**src/rtl/cache_pkg.sv**
```systemverilog
// Shared types and constants for the main-memory-side cache controller.
// Block geometry is fixed at 16-byte blocks of four 32-bit words.
package cache_pkg;

  localparam int BLOCK_BYTES = 16;
  localparam int WPB         = 4;
  localparam int LA_W        = 4;
  localparam int ADDR_W      = 32;
  localparam int DATA_W      = 32;

  typedef enum logic [1:0] {
    IDLE,
    DRAIN,
    FILL,
    FWAIT
  } ctrl_state_t;

  // The address field holds a zero-extended RAM word address.
  typedef struct packed {
    logic [ADDR_W-1:0] addr;
    logic [DATA_W-1:0] data;
  } wb_entry_t;

endpackage

```
**src/rtl/cache_wbuf.sv**
```systemverilog
// Posted write buffer: synchronous FIFO of wb_entry_t with a
// combinational head view so the controller can write it out in the same cycle.
module cache_wbuf
  import cache_pkg::*;
#(
  parameter int DEPTH = 4
) (
  input  logic                         clk,
  input  logic                         rst_n,
  input  logic                         push,
  input  logic                         pop,
  input  wb_entry_t                    din,
  output wb_entry_t                    head,
  output logic                         full,
  output logic                         empty,
  output logic [$clog2(DEPTH+1)-1:0]   count
);

  localparam int PW = $clog2(DEPTH);
  localparam int CW = $clog2(DEPTH + 1);

  wb_entry_t       mem [DEPTH];
  logic [PW-1:0]   wr_ptr;
  logic [PW-1:0]   rd_ptr;
  logic            do_push;
  logic            do_pop;

  assign do_push = push && !full;
  assign do_pop  = pop && !empty;
  assign full    = (count == CW'(DEPTH));
  assign empty   = (count == '0);
  assign head    = mem[rd_ptr];

  // NOTE: sequential state uses non-blocking assignments so every flop samples pre-edge values.
  always_ff @(posedge clk or negedge rst_n) begin
    if (!rst_n) begin
      wr_ptr <= '0;
      rd_ptr <= '0;
      count  <= '0;
    end else begin
      if (do_push) wr_ptr <= wr_ptr + 1'b1;
      if (do_pop)  rd_ptr <= rd_ptr + 1'b1;
      case ({do_push, do_pop})
        2'b10:   count <= count + 1'b1;
        2'b01:   count <= count - 1'b1;
        default: count <= count;
      endcase
    end
  end

  // NOTE: storage is deliberately not reset; entries are only read when count says they are valid.
  always_ff @(posedge clk) begin
    if (do_push) mem[wr_ptr] <= din;
  end

endmodule

```
**src/rtl/cache_mem_ctrl.sv**
```systemverilog
// Main-memory controller behind the cache: posts write-through stores in a
// small buffer and serialises block fills behind them to keep memory order.
module cache_mem_ctrl
  import cache_pkg::*;
#(
  parameter int MEM_AW   = 16,
  parameter int WB_DEPTH = 4,
  parameter int MEM_LAT  = 2
) (
  input  logic              CLK,
  input  logic              CLR,
  input  logic              req_valid,
  output logic              req_ready,
  input  logic              req_we,
  input  logic [ADDR_W-1:0] req_addr,
  input  logic [DATA_W-1:0] req_wdata,
  output logic              resp_valid,
  output logic [DATA_W-1:0] resp_data,
  output logic [1:0]        resp_word,
  output logic              resp_last,
  output logic              mem_en,
  output logic              mem_we,
  output logic [MEM_AW-1:0] mem_addr,
  output logic [DATA_W-1:0] mem_wdata,
  input  logic [DATA_W-1:0] mem_rdata,
  output logic [2:0]        wb_count
);

  localparam int CW = $clog2(WB_DEPTH + 1);

  ctrl_state_t        state;
  ctrl_state_t        state_nx;
  logic [1:0]         fill_k;
  logic [MEM_AW-3:0]  base;
  logic [MEM_LAT-1:0] pipe_v;
  logic [1:0]         pipe_w [MEM_LAT];

  logic               wb_full;
  logic               wb_empty;
  logic [CW-1:0]      wb_cnt;
  wb_entry_t          wb_din;
  wb_entry_t          wb_head;

  logic               acc;
  logic               wr_acc;
  logic               rd_acc;
  logic               pop;
  logic               issue;
  logic               unused_bits;

  // Ready is held low while CLR is asserted so every output reads 0 in reset.
  assign req_ready = CLR && (state == IDLE) && (!req_we || !wb_full);
  assign acc       = req_valid && req_ready;
  assign wr_acc    = acc && req_we;
  assign rd_acc    = acc && !req_we;
  assign pop       = !wb_empty && (state != FILL);
  assign issue     = (state == FILL);

  assign wb_din.addr = ADDR_W'(req_addr[MEM_AW+1:2]);
  assign wb_din.data = req_wdata;
  assign wb_count    = 3'(wb_cnt);

  cache_wbuf #(.DEPTH(WB_DEPTH)) u_wbuf (
    .clk   (CLK),
    .rst_n (CLR),
    .push  (wr_acc),
    .pop   (pop),
    .din   (wb_din),
    .head  (wb_head),
    .full  (wb_full),
    .empty (wb_empty),
    .count (wb_cnt)
  );

  // NOTE: every always_comb output gets a default first so no latch can be inferred.
  always_comb begin
    state_nx  = state;
    mem_en    = 1'b0;
    mem_we    = 1'b0;
    mem_addr  = '0;
    mem_wdata = '0;
    case (state)
      IDLE:    if (rd_acc) state_nx = wb_empty ? FILL : DRAIN;
      DRAIN:   if (wb_empty) state_nx = FILL;
      FILL:    if (fill_k == 2'(WPB - 1)) state_nx = FWAIT;
      FWAIT:   if (resp_last) state_nx = IDLE;
      default: state_nx = IDLE;
    endcase
    if (issue) begin
      mem_en   = 1'b1;
      mem_addr = {base, fill_k};
    end else if (pop) begin
      mem_en    = 1'b1;
      mem_we    = 1'b1;
      mem_addr  = wb_head.addr[MEM_AW-1:0];
      mem_wdata = wb_head.data;
    end
  end

  always_ff @(posedge CLK or negedge CLR) begin
    if (!CLR) begin
      state  <= IDLE;
      fill_k <= '0;
      base   <= '0;
      pipe_v <= '0;
      for (int i = 0; i < MEM_LAT; i++) pipe_w[i] <= '0;
    end else begin
      state <= state_nx;
      if (rd_acc) base <= req_addr[MEM_AW+1:LA_W];
      if (issue)  fill_k <= fill_k + 1'b1;
      pipe_v[0] <= issue;
      pipe_w[0] <= fill_k;
      for (int i = 1; i < MEM_LAT; i++) begin
        pipe_v[i] <= pipe_v[i-1];
        pipe_w[i] <= pipe_w[i-1];
      end
    end
  end

  // The latency pipe lines each read's word tag up with its returning RAM data.
  assign resp_valid = pipe_v[MEM_LAT-1];
  assign resp_word  = resp_valid ? pipe_w[MEM_LAT-1] : 2'b00;
  assign resp_last  = resp_valid && (pipe_w[MEM_LAT-1] == 2'(WPB - 1));
  assign resp_data  = resp_valid ? mem_rdata : '0;

  assign unused_bits = ^{req_addr[ADDR_W-1:MEM_AW+2], req_addr[1:0],
                         wb_head.addr[ADDR_W-1:MEM_AW]};

endmodule

```
**config.mk**
```make
export PLATFORM = sky130hd
export DESIGN_NAME = cache_mem_ctrl
export DESIGN_NICKNAME = d
export VERILOG_FILES = /design/src/rtl/cache_pkg.sv /design/src/rtl/cache_wbuf.sv /design/src/rtl/cache_mem_ctrl.sv
export SDC_FILE = /design/constraint.sdc
export NUM_CORES = 1
export LEC_CHECK = 0
export BUFFER_PORTS_ARGS = -buffer_cell sky130_fd_sc_hd__buf_2
export CORE_ASPECT_RATIO = 0.8
export CORE_MARGIN = 2
export CORE_UTILIZATION = 46
export DETAILED_ROUTE_END_ITERATION = 7
export GPL_TIMING_DRIVEN = 0
export MAX_ROUTING_LAYER = met4
export PLACE_DENSITY = 0.79
export SLEW_MARGIN = 0
export SYNTH_ARGS = -nofsm -noshare
export SYNTH_HDL_FRONTEND = slang
export SYNTH_HIERARCHICAL = 1
export SYNTH_SLANG_ARGS = --single-unit
```
**constraint.sdc**
```tcl
create_clock -name CLK -period 5.1 [get_ports CLK]
set_input_delay 0.765 -clock CLK [delete_from_list [all_inputs] [get_ports CLK]]
set_output_delay 0.765 -clock CLK [all_outputs]
set_load 0.02 [all_outputs]
```
After elaboration in Yosys (flattened, before gate mapping)
Memory sizes are Yosys's and may differ from the RTL's.
Index checks and enable logic that the tools add are counted.

storage, ports and cells
  memory bits (writable) = 192
  bits of input ports = 100
  output and inout port bits = 90
  word-level logic and storage cells = 63
  memories kept = 1
  bits in registers = 31

cells by class
  add/subtract/negate cells = 5
  reductions and logical operators = 17
  equality and inequality tests = 13
  mux-type cells = 18

memories
  name        depth  width  rd ports  clocked after Yosys merged registers in  wr ports  RTL line          source
  u_wbuf.mem  4      48     1         0                                        1         cache_wbuf.sv:22  wb_entry_t mem [DEPTH];

operators by type and width
  kind                                                    count
  2-to-1 mux 32 bit                                       3
  2-to-1 mux 16 bit                                       2
  2-to-1 mux 2 bit                                        6
  equality test 2 bit (second input constant)             5
  logical AND 1 bit                                       9
  case mux 2 bit (4 select lines)                         1
  adder 2 x 1 -> 2 bit (second input constant)            3
  inequality test 2 bit (second input constant)           3
  case mux 3 bit (2 select lines)                         1
  2-to-1 mux 1 bit                                        5
  equality test 2 x 1 -> 1 bit (second input constant)    2
  inequality test 2 x 1 -> 1 bit (second input constant)  2
  AND reduction 4 bit                                     1
  adder 3 x 1 -> 3 bit (second input constant)            1
  equality test 3 bit (second input constant)             1
  logical NOT 1 bit                                       3
  logical NOT 3 bit                                       1
  subtractor 3 x 1 -> 3 bit (second input constant)       1
  logical NOT 2 bit                                       1
  nonzero test 2 bit                                      1
  logical OR 1 bit                                        1

Depth between registers and ports, before layout
  word-level depth = 9
  depth in mapped cells = 13
  depth with buffers taken out = 13

By module
The synthesis kept the hierarchy.

modules (own cells, without submodules)
  module          instances  sequential area each (um^2)  area an instance (um^2)  cells an instance
  cache_wbuf      1          7862.5                       9654.3                   372
  cache_mem_ctrl  1          600.6                        1592.8                   161

Worst setup path after synthesis
No wires, ideal clock.

  path kind = input port to flip-flop
  start = input port CLR
  end = memory u_wbuf/mem[0][0] (netlist name), enable pin
  library setup time = 429 ps
  data required time = 4671 ps
  arrival time = 3172 ps
  stages = 5
  path buffers = 0
  path slack = 1500 ps
  path through = nand2_1 -> a21oi_1 -> and3_1 -> nor2b_2 -> and2_1

on the way
  word-level cells in the longest chain between the ends = 7

RTL lines
  element                                 RTL line              source
  from (decl)                             cache_mem_ctrl.sv:11  input logic CLR,
  logical AND 1 bit (2 in a row)          cache_mem_ctrl.sv:52  assign req_ready = CLR && (state == IDLE) && (!req_we || !wb_full);
  via req_ready                           cache_mem_ctrl.sv:13  output logic req_ready,
  logical AND 1 bit                       cache_mem_ctrl.sv:53  assign acc = req_valid && req_ready;
  logical AND 1 bit                       cache_mem_ctrl.sv:54  assign wr_acc = acc && req_we;
  via wr_acc                              cache_mem_ctrl.sv:45  logic wr_acc;
  logical AND 1 bit                       cache_wbuf.sv:28      assign do_push = push && !full;
  2-to-1 mux 1 bit                        cache_wbuf.sv:53      if (do_push) mem[wr_ptr] <= din;
  2-to-1 mux 1 bit (not written as such)  cache_wbuf.sv:53
  to (decl)                               cache_wbuf.sv:22

The timed path passes the listed nets, and every way through them passes these cells.

Final worst setup path
  start = register u_wbuf.count[0]
  end = output port mem_addr[12]

on the way
  word-level cells in the longest chain between the ends = 5

RTL lines
  element                 RTL line              source
  from (decl)             cache_wbuf.sv:16      output logic [$clog2(DEPTH+1)-1:0] count
  from (signal assigned)  cache_wbuf.sv:44      2'b10: count <= count + 1'b1;
  from (signal assigned)  cache_wbuf.sv:45      2'b01: count <= count - 1'b1;
  from (signal assigned)  cache_wbuf.sv:46      default: count <= count;
  logical NOT 3 bit       cache_wbuf.sv:31      assign empty = (count == '0);
  via wb_empty            cache_mem_ctrl.sv:39  logic wb_empty;
  logical NOT 1 bit       cache_mem_ctrl.sv:56  assign pop = !wb_empty && (state != FILL);
  logical AND 1 bit       cache_mem_ctrl.sv:56
  2-to-1 mux 16 bit       cache_mem_ctrl.sv:92  end else if (pop) begin
  2-to-1 mux 16 bit       cache_mem_ctrl.sv:89  if (issue) begin
  to (decl)               cache_mem_ctrl.sv:23  output logic [MEM_AW-1:0] mem_addr,

The timed path passes the listed nets, and every way through them passes these cells.

==> impl_metrics.prom <==
# TYPE chip_impl_metric gauge
chip_impl_info{name="status",value="finished clean"} 1
chip_impl_metric{name="clk-insertion-delay-late",unit="ns"} 0.50
chip_impl_info{name="endpoint_kind",value="output port"} 1
chip_impl_metric{name="multi_input_logic_area",unit="um^2"} 2230
chip_impl_metric{name="max-cap-violations",unit=""} 0
chip_impl_metric{name="reg2reg_setup_slack",unit="ns"} 2.10
chip_impl_metric{name="worst_slew_margin_rel",unit="%"} 44.5
chip_impl_metric{name="largest_net_degree_at_the_start_of_global_routing",unit=""} 35
chip_impl_metric{name="grt_pass1_wl",unit="mm"} 28.8
chip_impl_info{name="reg2reg_to",value="u_wbuf/count[2]"} 1
chip_impl_metric{name="path_max_fanout",unit=""} 10
chip_impl_metric{name="floorplan.die.width",unit="um"} 160
chip_impl_info{name="cts.root.buffer_cell",value="sky130_fd_sc_hd__clkbuf_16"} 1
chip_impl_metric{name="grt_overflow",unit=""} 0
chip_impl_metric{name="core",unit="um^2"} 19000
chip_impl_info{name="startpoint_of_the_most_critical_hold_path",value="pipe_w[3]"} 1
chip_impl_metric{name="cpPeakStageDelay",unit="ns"} 0.57
chip_impl_metric{name="ys_warn_count",unit=""} 6
chip_impl_metric{name="layoutNonFillerInstCount",unit=""} 931
chip_impl_metric{name="globalRouteTotalUtil",unit="%"} 19.0
chip_impl_info{name="whs_endpoint",value="pipe_w[1]"} 1
chip_impl_info{name="timing.critical_path.mode_cell",value="sky130_fd_sc_hd__buf_2"} 1
chip_impl_info{name="worstSetupPathType",value="reg -> out"} 1
chip_impl_metric{name="final_count_of_pins_violating_max_slew",unit=""} 0
chip_impl_metric{name="area_of_the_die",unit="um^2"} 20600
chip_impl_metric{name="shortest_period_the_worst_path_allows",unit="ns"} 3.42
chip_impl_info{name="tritoncts",value="yes"} 1
chip_impl_metric{name="syn_to_final_growth",unit="%"} 22.7
chip_impl_metric{name="clk_path_buf_depth",unit=""} 3
chip_impl_metric{name="setup-violations-final",unit=""} 0
chip_impl_metric{name="worst_hold_path.num_cells",unit=""} 0
chip_impl_info{name="classification_of_the_worst_slack_hold_path",value="reg -> reg"} 1
chip_impl_metric{name="p_leak",unit="nW"} 4.32
chip_impl_metric{name="synthesis.instances",unit=""} 452
chip_impl_metric{name="hpwlAfterDp",unit="mm"} 12.7
chip_impl_metric{name="depth_of_the_worst_register_to_register_path",unit=""} 11
chip_impl_metric{name="initial_core_util",unit="%"} 47.1
chip_impl_metric{name="tns",unit="ns"} 0
chip_impl_metric{name="viasPerCell",unit=""} 5.22
chip_impl_metric{name="fp-row-count",unit=""} 45
chip_impl_metric{name="finalCritPeriodShare",unit="%"} 67.0
chip_impl_metric{name="path_buf_inv",unit=""} 3
chip_impl_metric{name="post_cts.repair.setup_buffers",unit=""} 0
chip_impl_metric{name="tritoncts_num_sinks",unit=""} 223
chip_impl_metric{name="count_of_input_and_output_buffers",unit=""} 173
chip_impl_metric{name="routed_wl",unit="mm"} 18.7
chip_impl_metric{name="placed_cells",unit=""} 887
chip_impl_metric{name="cts_max_level",unit=""} 1
chip_impl_metric{name="detail_route.iter0.violations",unit=""} 223
chip_impl_info{name="crit_family",value="simple AND/OR/NAND/NOR gates"} 1
chip_impl_metric{name="arrival_time_of_data_at_the_critical_path_endpoint",unit="ns"} 2.65
chip_impl_metric{name="grt_antenna_before_repair",unit=""} 1
chip_impl_metric{name="path_clk_slew",unit="ns"} 0.06
chip_impl_info{name="cp_slowest_cell",value="sky130_fd_sc_hd__nor3_1"} 1
chip_impl_metric{name="mappedNetlistArea",unit="um^2"} 8960
chip_impl_metric{name="detail_route.wl_per_cell",unit="um"} 20.1
chip_impl_metric{name="num_io_pins",unit=""} 190
chip_impl_metric{name="number_of_global_route_vias_before_repair",unit=""} 5206
chip_impl_metric{name="share_of_cells_above_drive_strength_1",unit="%"} 45.5
chip_impl_metric{name="dpl_worst_slack",unit="ns"} 1.59
chip_impl_metric{name="cts-buffers-inserted",unit=""} 24
chip_impl_metric{name="power_density",unit="nW/um^2"} 333
chip_impl_metric{name="drt-pass1-iter-count",unit=""} 4
chip_impl_metric{name="transition_at_the_pin_with_the_smallest_max_transition_slack",unit="ns"} 0.832
chip_impl_metric{name="place.gp.congestion",unit=""} 0.971
chip_impl_metric{name="post_cts_hold_buffer_count",unit=""} 0
chip_impl_metric{name="worst_ir_drop_vdd",unit="mV"} 0.291
chip_impl_metric{name="layout.core_utilization",unit="%"} 57.8
chip_impl_metric{name="postSynthAreaPerCell",unit="um^2"} 19.8
chip_impl_metric{name="timing.critical_path.required",unit="ns"} 4.34
chip_impl_info{name="grt_setup_unrepaired",value="false"} 1
chip_impl_metric{name="finalHoldViolations",unit=""} 0
chip_impl_metric{name="max_clock_freq",unit="GHz"} 0.293
chip_impl_metric{name="nFillCells",unit=""} 1482
chip_impl_metric{name="drcViolationCount",unit=""} 0
chip_impl_metric{name="clock-skew-final",unit="ns"} 0.00994
chip_impl_metric{name="fin_total_pwr",unit="mW"} 3.66
chip_impl_info{name="critical_path.cell_chain",value="nor3_1 -> nor2_1 -> buf_2 -> buf_2 -> a22o_1 -> buf_2"} 1
chip_impl_metric{name="die_y",unit="um"} 129
chip_impl_metric{name="cts-resized-gates",unit=""} 0
chip_impl_metric{name="setup_ws",unit="ns"} 1.68
chip_impl_metric{name="register_area",unit="um^2"} 6540
chip_impl_info{name="worstSetupStartpointType",value="flop"} 1
chip_impl_metric{name="antenna_violating_nets_post_route",unit=""} 0
chip_impl_info{name="startpoint_of_the_most_critical_register_to_register_path",value="state[0]"} 1
chip_impl_metric{name="layout.nets",unit=""} 767
chip_impl_metric{name="detailroute.via_count",unit=""} 4863
chip_impl_metric{name="synth_fp_nets",unit=""} 564
## cell usage in the layout (no fill, tap or decap), drive strengths merged, types with 7 or more instances in the layout
| master | n |
|---|---|
| clkbuf | 39 |
| a22o | 16 |
| buf | 194 |
| ha | 11 |
| edfxtp | 192 |
| clkinv | 7 |
| and2 | 70 |
| dfrtp | 31 |
| inv | 11 |
| mux4 | 48 |
| mux2 | 16 |
## how the worst max path moves through the flow
| stage | cells past startpoint | startpoint | end |
|---|---|---|---|
| after global placement | 6 | CLR | u_wbuf/mem[3][27] |
| after floorplan | 5 | CLR | u_wbuf/mem[0][0] |
| after CTS | 6 | u_wbuf/count[0] | mem_addr[12] |
| after detailed placement | 7 | CLR | u_wbuf/mem[1][27] |
| final | 6 | u_wbuf/count[0] | mem_addr[12] |
| after global routing | 6 | u_wbuf/count[0] | mem_addr[12] |
## layout make-up
class | instances | share of cell area, %
clock buffer | 31 | 6.08
clock inverter | 12 | 0.831
buffer | 25 | 1.43
timing repair buffer | 177 | 8.60
tap | 258 | 2.94
sequential | 223 | 59.5
inverter | 11 | 0.375
antenna | 1 | 0.0228
multi-input combinational | 193 | 20.2
## state kept, by name, indices dropped and copies added, names as in the netlist
register	flops
fill_k	2
base	14
state	2
u_wbuf/mem	192
u_wbuf/count	3
pipe_v	2
pipe_w	4
u_wbuf/rd_ptr	2
u_wbuf/wr_ptr	2
## through the flow
step	hold slack (ns)	instance area, um^2
after detailed placement	0.336	10200
after floorplan	0.331	8960
after global routing	0.365	11000
after global placement	0.333	10100
final	0.347	11000
after CTS	0.349	11000
## where the power goes
group | internal (mW) | total [mW] | switching, mW
clock network | 0.972 | 1.63 | 0.659
registers | 1.98 | 1.98 | 0
logic | 0.0230 | 0.0525 | 0.0295
total | 2.98 | 3.66 | 0.688
## layer usage
metal	vias to the layer above	routed length, um	global-route usage [%]
li1	2173	-	-
met2	181	9240	32.3
met1	2481	7700	23.0
met3	28	1310	4.80
met5	-	0	-
met4	0	437	5.35
Power figures use the tool's default switching activity.
